### config.mk
export PLATFORM = sky130hd
export DESIGN_NAME = norm_5d_core
export DESIGN_NICKNAME = d
export VERILOG_FILES = /design/src/rtl/norm_5d_core_pkg.sv /design/src/rtl/norm_5d_core.sv
export SDC_FILE = /design/constraint.sdc
export NUM_CORES = 1
export LEC_CHECK = 0
export CAP_MARGIN = 20
export CORE_ASPECT_RATIO = 2
export CORE_MARGIN = 3
export CORE_UTILIZATION = 35
export DETAILED_ROUTE_END_ITERATION = 7
export SLEW_MARGIN = 20
export SYNTH_ARGS = -nofsm -noshare
export SYNTH_HDL_FRONTEND = slang
export SYNTH_SLANG_ARGS = --single-unit
### constraint.sdc
create_clock -name clk -period 2.5 [get_ports clk]
set_input_delay 0.5 -clock clk [delete_from_list [all_inputs] [get_ports clk]]
set_output_delay 0.5 -clock clk [all_outputs]
set_load 0.005 [all_outputs]
### src/rtl/norm_5d_core_pkg.sv
// Shared definitions for the 5-element vector normaliser: FSM encoding,
// fixed-point constants and the element-slice helper.
package norm_5d_core_pkg;

  localparam int N_ELEM         = 5;
  localparam int ELEM_W         = 32;
  localparam int VEC_W          = N_ELEM * ELEM_W;
  localparam int IDX_W          = 3;
  localparam int QUAD_W         = 2;
  localparam int PRESCALE_SHIFT = 2;

  localparam logic [ELEM_W-1:0] Q16_ONE = 32'h0001_0000;

  typedef enum logic [2:0] {
    S_IDLE,
    S_VEC_ISSUE,
    S_VEC_WAIT,
    S_ROT_ISSUE,
    S_ROT_WAIT,
    S_DONE
  } state_t;

  function automatic logic [ELEM_W-1:0] elem_slice(input logic [VEC_W-1:0] v,
                                                   input logic [IDX_W-1:0] idx);
    return v[ELEM_W*idx +: ELEM_W];
  endfunction

endpackage

### src/rtl/norm_5d_core.sv
// Sequences a shared CORDIC to normalise a 5-element Q15.16 vector to unit length.
// Optional NORM5D_ZERO_BYPASS_EN: an all-zero input skips the CORDIC and returns zero.
module norm_5d_core
  import norm_5d_core_pkg::*;
#(
  parameter int DIMENSIONS    = 5,
  parameter int DATA_WIDTH    = 32,
  parameter int CORDIC_WIDTH  = 38,
  parameter int CORDIC_STAGES = 16,
  parameter int ANGLE_WIDTH   = 16
) (
  input  logic                             clk,
  input  logic                             nreset,
  input  logic                             start,
  input  logic [DIMENSIONS*DATA_WIDTH-1:0] w_in,
  output logic [DIMENSIONS*DATA_WIDTH-1:0] W_out,
  output logic                             done,
  output logic                             cordic_nrst,
  output logic                             ica_cordic_vec_en,
  output logic [DATA_WIDTH-1:0]            ica_cordic_vec_xin,
  output logic [DATA_WIDTH-1:0]            ica_cordic_vec_yin,
  output logic                             ica_cordic_vec_angle_calc_en,
  output logic                             ica_cordic_rot1_en,
  output logic [DATA_WIDTH-1:0]            ica_cordic_rot1_xin,
  output logic [DATA_WIDTH-1:0]            ica_cordic_rot1_yin,
  output logic [CORDIC_STAGES-1:0]         ica_cordic_rot1_microRot_in,
  output logic [QUAD_W-1:0]                ica_cordic_rot1_quad_in,
  output logic                             ica_cordic_rot1_angle_microRot_n,
  output logic                             ica_cordic_rot1_microRot_ext_vld,
  input  logic                             cordic_vec_opvld,
  input  logic [DATA_WIDTH-1:0]            cordic_vec_xout,
  input  logic [CORDIC_STAGES-1:0]         cordic_vec_microRot_out,
  input  logic [QUAD_W-1:0]                cordic_vec_quad_out,
  input  logic                             cordic_vec_microRot_out_start,
  input  logic [ANGLE_WIDTH-1:0]           cordic_vec_angle_out,
  input  logic                             cordic_rot1_opvld,
  input  logic [DATA_WIDTH-1:0]            cordic_rot1_xout,
  input  logic [DATA_WIDTH-1:0]            cordic_rot1_yout
);

`ifdef NORM5D_ZERO_BYPASS_EN
  localparam bit ZERO_BYPASS = 1'b1;
`else
  localparam bit ZERO_BYPASS = 1'b0;
`endif

  state_t                    r_state;
  state_t                    w_state_next;
  logic [IDX_W-1:0]          r_k;
  logic [1:0]                w_mi;
  logic [DATA_WIDTH-1:0]     r_rad;
  logic [DATA_WIDTH-1:0]     r_c;
  logic [DATA_WIDTH-1:0]     r_e     [DIMENSIONS];
  logic [DATA_WIDTH-1:0]     r_w     [DIMENSIONS];
  logic [DATA_WIDTH-1:0]     r_w_out [DIMENSIONS];
  logic [CORDIC_STAGES-1:0]  r_mrot  [4];
  logic [QUAD_W-1:0]         r_quad  [4];
  logic                      r_done;
  logic                      r_cordic_nrst;
  logic [DATA_WIDTH-1:0]     w_elem_in [DIMENSIONS];
  logic                      w_in_zero;
  logic                      w_unused;

  // Prescale by 4 so sqrt(5) * full-scale still fits Q15.16.
  for (genvar gi = 0; gi < DIMENSIONS; gi++) begin : g_elem
    assign w_elem_in[gi] = DATA_WIDTH'($signed(elem_slice(w_in, IDX_W'(gi))) >>> PRESCALE_SHIFT);
    assign W_out[gi*DATA_WIDTH +: DATA_WIDTH] = r_w_out[gi];
  end

  assign w_in_zero = (w_in == '0);
  assign w_mi      = r_k[1:0] - 2'd1;
  assign w_unused  = ^{cordic_vec_microRot_out_start, cordic_vec_angle_out, 1'(CORDIC_WIDTH)};

  assign done                             = r_done;
  assign cordic_nrst                      = r_cordic_nrst;
  assign ica_cordic_vec_xin               = r_rad;
  assign ica_cordic_vec_yin               = r_e[r_k];
  assign ica_cordic_vec_angle_calc_en     = 1'b0;
  assign ica_cordic_rot1_xin              = r_c;
  assign ica_cordic_rot1_yin              = '0;
  assign ica_cordic_rot1_microRot_in      = r_mrot[w_mi];
  assign ica_cordic_rot1_quad_in          = r_quad[w_mi];
  assign ica_cordic_rot1_angle_microRot_n = 1'b0;
  assign ica_cordic_rot1_microRot_ext_vld = ica_cordic_rot1_en;

  always_ff @(posedge clk or negedge nreset) begin
    if (!nreset) r_state <= S_IDLE;
    else         r_state <= w_state_next;
  end

  always_comb begin
    w_state_next       = r_state;
    ica_cordic_vec_en  = 1'b0;
    ica_cordic_rot1_en = 1'b0;
    case (r_state)
      S_IDLE:      if (start) w_state_next = (ZERO_BYPASS && w_in_zero) ? S_DONE : S_VEC_ISSUE;
      S_VEC_ISSUE: begin
        ica_cordic_vec_en = 1'b1;
        w_state_next      = S_VEC_WAIT;
      end
      S_VEC_WAIT:  if (cordic_vec_opvld) w_state_next = (r_k == 3'd4) ? S_ROT_ISSUE : S_VEC_ISSUE;
      S_ROT_ISSUE: begin
        ica_cordic_rot1_en = 1'b1;
        w_state_next       = S_ROT_WAIT;
      end
      S_ROT_WAIT:  if (cordic_rot1_opvld) w_state_next = (r_k == 3'd1) ? S_DONE : S_ROT_ISSUE;
      S_DONE:      w_state_next = S_IDLE;
      default:     w_state_next = S_IDLE;
    endcase
  end

  always_ff @(posedge clk or negedge nreset) begin
    if (!nreset) begin
      r_k           <= '0;
      r_rad         <= '0;
      r_c           <= '0;
      r_done        <= 1'b0;
      r_cordic_nrst <= 1'b0;
      for (int i = 0; i < DIMENSIONS; i++) begin
        r_e[i]     <= '0;
        r_w[i]     <= '0;
        r_w_out[i] <= '0;
      end
      for (int i = 0; i < 4; i++) begin
        r_mrot[i] <= '0;
        r_quad[i] <= '0;
      end
    end else begin
      r_done <= 1'b0;
      case (r_state)
        S_IDLE: if (start) begin
          if (ZERO_BYPASS && w_in_zero) begin
            for (int i = 0; i < DIMENSIONS; i++) r_w[i] <= '0;
          end else begin
            r_e           <= w_elem_in;
            r_rad         <= w_elem_in[0];
            r_k           <= 3'd1;
            r_cordic_nrst <= 1'b1;
          end
        end
        S_VEC_WAIT: if (cordic_vec_opvld) begin
          r_rad        <= cordic_vec_xout;
          r_mrot[w_mi] <= cordic_vec_microRot_out;
          r_quad[w_mi] <= cordic_vec_quad_out;
          if (r_k == 3'd4) r_c <= DATA_WIDTH'(Q16_ONE);
          else             r_k <= r_k + 3'd1;
        end
        // Unwind the rotations from the last pair back to the first.
        S_ROT_WAIT: if (cordic_rot1_opvld) begin
          r_w[r_k] <= cordic_rot1_yout;
          r_c      <= cordic_rot1_xout;
          if (r_k == 3'd1) r_w[0] <= cordic_rot1_xout;
          else             r_k    <= r_k - 3'd1;
        end
        S_DONE: begin
          r_w_out       <= r_w;
          r_done        <= 1'b1;
          r_cordic_nrst <= 1'b0;
        end
        default: ;
      endcase
    end
  end

endmodule

After elaboration in Yosys (flattened, before gate mapping)
Cells that the tools add are included.

Register bits: 614. Bits of input ports: 296. Logic and storage cells: 108.

Add/sub/neg operators: 3. $lt $le $gt $ge: 4. Equal/unequal tests: 13. Multiplexer cells: 42. Bitwise logic cells: 2. Reductions and logical operators: 15.

Operators with widths (count): 32-bit 2-to-1 mux (9); 160-bit bitwise mux (1); 32-bit case mux with 2 select lines (2); 32-bit binary-select mux with 3-bit select (1); 32-bit demux with 3-bit select (1); 64-bit bitwise mux (1); 16-bit 2-to-1 mux (3); 16-bit binary-select mux with 2-bit select (1); 16-bit demux with 2-bit select (1); 3-bit 2-to-1 mux (8); 3-bit case mux with 5 select lines (1); 2-bit != test (second input constant) (6); 3-bit == test (second input constant) (3); 3-bit case mux with 3 select lines (1); 8-bit bitwise mux (1); 2-bit 2-to-1 mux (4); 2-bit AND reduction (4); 3-bit by 1-bit == test with 1-bit output (second input constant) (2); 3-bit by 2-bit == test with 1-bit output (second input constant) (2); 3-bit AND reduction (2); 6-bit AND reduction (1); 2-bit nonzero test (3); 2-bit binary-select mux with 2-bit select (1); 2-bit demux with 2-bit select (1); other kinds (15) (19).

Longest topological paths before layout
Gate-level depths: netlist of run 1.

Word-level depth: 7. Depth in mapped cells: 7. Depth with buffers taken out: 6.

Worst setup path after synthesis of run 1
Ideal clock, no wire load.

Path type: register -> output. From: register r_k[0]. To: output port ica_cordic_rot1_microRot_in[10]. Arrival time: 2.060 ns. Required time: 2.000 ns. Slack: -0.060 ns. Stages on the path, launching flop included: 7. Path through: dfrtp_1 -> buf_2 -> inv_1 -> ha_1 -> clkbuf_1 -> clkbuf_1 -> mux4_2.

Word-level cells in the longest chain between the ends: 5.

Ends and longest elaborated chain: start, declared (RTL line norm_5d_core.sv:49) `logic [IDX_W-1:0] r_k;`; start signal, assigned (RTL line norm_5d_core.sv:146) `else r_k <= r_k + 3'd1;`; start signal, assigned (RTL line norm_5d_core.sv:153) `else r_k <= r_k - 3'd1;`; 2-bit by 1-bit subtractor with 2-bit output (RTL line norm_5d_core.sv:71) `assign w_mi = r_k[1:0] - 2'd1;`; 2-bit inverter with 3-bit output (not written as such) (RTL line norm_5d_core.sv:81) `assign ica_cordic_rot1_microRot_in = r_mrot[w_mi];`; 16-bit binary-select mux with 2-bit select (RTL line norm_5d_core.sv:81); 16-bit 2-to-1 mux (not written as such) (2 in a row) (RTL line norm_5d_core.sv:81); end, declared (RTL line norm_5d_core.sv:26) `output logic [CORDIC_STAGES-1:0] ica_cordic_rot1_microRot_in,`.

Every way passes these cells. The select of a mux whose other input is x is not followed.

Final worst setup path of run 1
From: register r_k[0]. To: output port ica_cordic_vec_yin[12].

Word-level cells in the longest chain between the ends: 4.

Ends and longest elaborated chain: 3-bit inverter with 4-bit output (not written as such) (RTL line norm_5d_core.sv:77) `assign ica_cordic_vec_yin = r_e[r_k];`; 32-bit binary-select mux with 3-bit select (RTL line norm_5d_core.sv:77); 32-bit 2-to-1 mux (not written as such) (2 in a row) (RTL line norm_5d_core.sv:77); end, declared (RTL line norm_5d_core.sv:21) `output logic [DATA_WIDTH-1:0] ica_cordic_vec_yin,`.

Every way passes these cells. The select of a mux whose other input is x is not followed.

==> run metrics, run 1 <==
status=finished, violations left; failing checks=setup timing; area fraction of the dominant cell type after synthesis=59.65%; vias in the first global route=18630; dpl ws=-0.07497 ns; fin nets=2686; number of iterations in the first detailed-routing pass=5; initial antenna violation count=14; clk sinks=614; CP arrival=2.33 ns; type of the tightest min-delay check=in2async; WP buf/inv=5; Via-to-Cell Ratio=5.070; final setup violation count=50; cell family with most CP delay=buffers and inverters; DRT iter0 DRCs=644; routed len/inst=24.03 µm; setup TNS=-11.40 ns; Slew HR=50.74%; clk buf depth=3; ANT nets after route=0; clk slew on worst S/H paths=0.07 ns; max-slew violations=0; core area=72870 µm²; PwrDens=1109 nW/µm²; Max Cap Viol=0; first-pass GRT wire length=120.2 mm; Achievable Freq=352.8 MHz; initial core utilization=35.35%; Commonest cells post-synth=dfrtp_1 (614), mux2_2 (470), nand2_1 (93); CTS H-Tree Depth=2; DRC=0; top-level I/O count=609; cell count along the critical path=7; via count=17036; area leader, netlist=dfrtp_1; PortBufs=547; Final GP Congestion=0.8048; CP startpoint=r_k[0]$_DFFE_PN0P_; Die Wd=197.8 µm; Post-synth ARST share=100.0%; Synth Warn #=0; post-route minimum period=2.835 ns; Die Span Y=389.6 µm; worst vdd rail ir drop=727.3 µV; Leakage=15.91 nW; Hold Vio Cnt, Final=0; worst stage delay on the critical path=0.55 ns; setup slack, reg-to-reg=0.10 ns; gr ovfl total=0; crit-path cells=buf_12 > buf_12 > buf_4 > mux4_2 > inv_2 > o21ai_2 > buf_2; Yosys reg bits=614; Synth cell types=47; Final WS setup=-0.3348 ns; die area=77080 µm²; most frequent cell after synthesis=dfrtp_1; CTS tree=done; actual slew at the worst max-slew pin=0.7390 ns; clk_skew=0.02908 ns; period utilization=113.4%; worst r2r src=r_k[0]$_DFFE_PN0P_; RSZ-0062 raised after global routing=true; sequential fraction of the synthesis area=59.65%; cell seen most often among critical-path stages=buf_12; largest cells by area after synthesis=dfrtp_1 (60%), mux2_2 (21%), mux4_2 (3.9%), mux2_4 (2.3%), o21ai_0 (1.8%); CP endpoint kind=output port; CTS buffer count=56; Pwr Total=38.94 mW; CP endpoint=ica_cordic_vec_yin[12]; Post-synth EDFFs=0; R2R depth=9; later-pin clock latency in the skew report=0.62 ns; post-synthesis cell count=1775; dominant synthesized flop cell=dfrtp_1; share of cells above drive strength 1=36.60%; Area Growth Syn to Fin=36.30%; post-synthesis cell area=25760 µm²; DRT Wirelength=80.73 mm; Syn Area/Cell=14.51 µm²; crit path max fanout=7; row cnt=140; data required time of the worst path=2.00 ns; CP Class=reg2out; pin count of the biggest net entering global routing=65; CP max-delay cell=dfrtp_4; clk root buf=clkbuf_16; combined global-route utilization of all metal layers=20.71%; DPL Wire Length=58.76 mm; hold_ws=0.4551 ns; Critical R2R Capture=r_k[0]$_DFFE_PN0P_; startpoint types=register
## cells by family after synthesis
logic type	count (synthesis)	synth area share, %
muxes	596	28.42
DFF	614	59.65
adders and majority gates	6	0.2915
and+or+nand+nor	135	2.511
AOI/OAI and AO/OA	239	5.431
other	1	0.01456
buffers and inverters	184	3.677
## flip-flops by register name, indices dropped and copies added, names as in the netlist
name                 count
W_out                  160
cordic_nrst              1
done                     1
ica_cordic_rot1_xin     32
ica_cordic_vec_xin      32
r_e                    150
r_k                      3
r_mrot                  64
r_quad                   8
r_state                  3
r_w                    160
## power breakdown
part / internal (mW) / switching [mW] / total [mW]
clock: 5.03 / 4.04 / 9.06
combinational: 8.64 / 6.06 / 14.7
sequential: 13.3 / 1.88 / 15.2
total: 27.0 / 12.0 / 38.9
## worst reg2reg max path, delay by kind of cell (launching register included)
family / cells / cell delay, ns
mux: 1 / 0.33
compound gates: 1 / 0.08
flops: 1 / 0.55
fa+ha+maj: 1 / 0.31
buf+inv: 4 / 0.63
simple gates: 2 / 0.37
## cell type report
| type | instances | area, µm² |
|---|---|---|
| well taps | 923 | 1155 |
| clock inverters | 37 | 391.6 |
| fillers | 6540 | 37760 |
| repair buffers | 670 | 6815 |
| clock buffers | 69 | 1563 |
| inverters | 32 | 122.6 |
| diodes | 5 | 12.51 |
| multi-input cells | 1010 | 9674 |
| flip-flops and latches | 614 | 15370 |
## per-stage QoR
| stage | utilization (%) | instance area [µm²] | instances |
|---|---|---|---|
| after global routing | 48.17 | 35100 | 3357 |
| after floorplan | - | 25880 | 1808 |
| final | 48.18 | 35110 | 3360 |
| after CTS | 48.01 | 34990 | 3348 |
| after detailed placement | 45.08 | 32850 | 3222 |
| after global placement | 45.08 | 32850 | 3222 |
## how the worst min path moves through the flow
| stage | end | start | cells after the start |
|---|---|---|---|
| after floorplan | W_out[0]$_DFFE_PN0P_ | nreset | 0 |
| after global placement | ica_cordic_vec_xin[14]$_DFFE_PN0P_ | ica_cordic_vec_xin[14]$_DFFE_PN0P_ | 2 |
| after detailed placement | ica_cordic_vec_xin[2]$_DFFE_PN0P_ | ica_cordic_vec_xin[2]$_DFFE_PN0P_ | 2 |
| after CTS | ica_cordic_rot1_xin[8]$_DFFE_PN0P_ | cordic_rot1_xout[8] | 3 |
| after global routing | r_e[58]$_DFFE_PN0P_ | w_in[124] | 2 |
| final | W_out[147]$_DFFE_PN0P_ | nreset | 2 |
## repair_timing
item / in CTS / in global routing
hold buffers: 1 / 0
resized for setup: 269 / 17
endpoints found under the setup margin: 53 / 50
endpoints found under the hold margin: 32 / 0
cloned: 3 / 1
pin swaps: 1 / 4
buffers inserted: 17 / 6
## metal layers
layer	track usage [%]	up-vias	part of all wire, %
li1	-	7559	-
met4	6.080	18	2.8
met1	23.62	8760	37
met3	6.896	108	8.5
met5	0	-	0.15
met2	36.71	591	51
## cell usage in the layout, fill, tap and decap left out, drive strengths merged, types with 9 or more instances in the layout
master	count
inv	35
clkinvlp	9
clkbuf	70
buf	172
conb	34
clkdlybuf4s50	496
o31ai	31
nor2	10
o22ai	69
mux2i	38
a21oi	38
mux4	45
clkinv	20
nand2	97
o21ai	91
dfrtp	614
mux2	513
Note: power is estimated with default switching activity, not from simulation.
==> inputs of run 2 (changes only) <==
--- a/config.mk
+++ b/config.mk
@@ -5,7 +5,7 @@
 export SDC_FILE = /design/constraint.sdc
 export NUM_CORES = 1
 export LEC_CHECK = 0
-export CAP_MARGIN = 20
+export CAP_MARGIN = 10
 export CORE_ASPECT_RATIO = 2
 export CORE_MARGIN = 3
 export CORE_UTILIZATION = 35
==> results of run 2 <==
Final layout, timing and power as in run 1 (identical DEF).
==> inputs of run 3 (changes only) <==
--- a/config.mk
+++ b/config.mk
@@ -5,7 +5,6 @@
 export SDC_FILE = /design/constraint.sdc
 export NUM_CORES = 1
 export LEC_CHECK = 0
-export CAP_MARGIN = 10
 export CORE_ASPECT_RATIO = 2
 export CORE_MARGIN = 3
 export CORE_UTILIZATION = 35
==> results of run 3 <==
Final layout, timing and power as in run 1 (identical DEF).
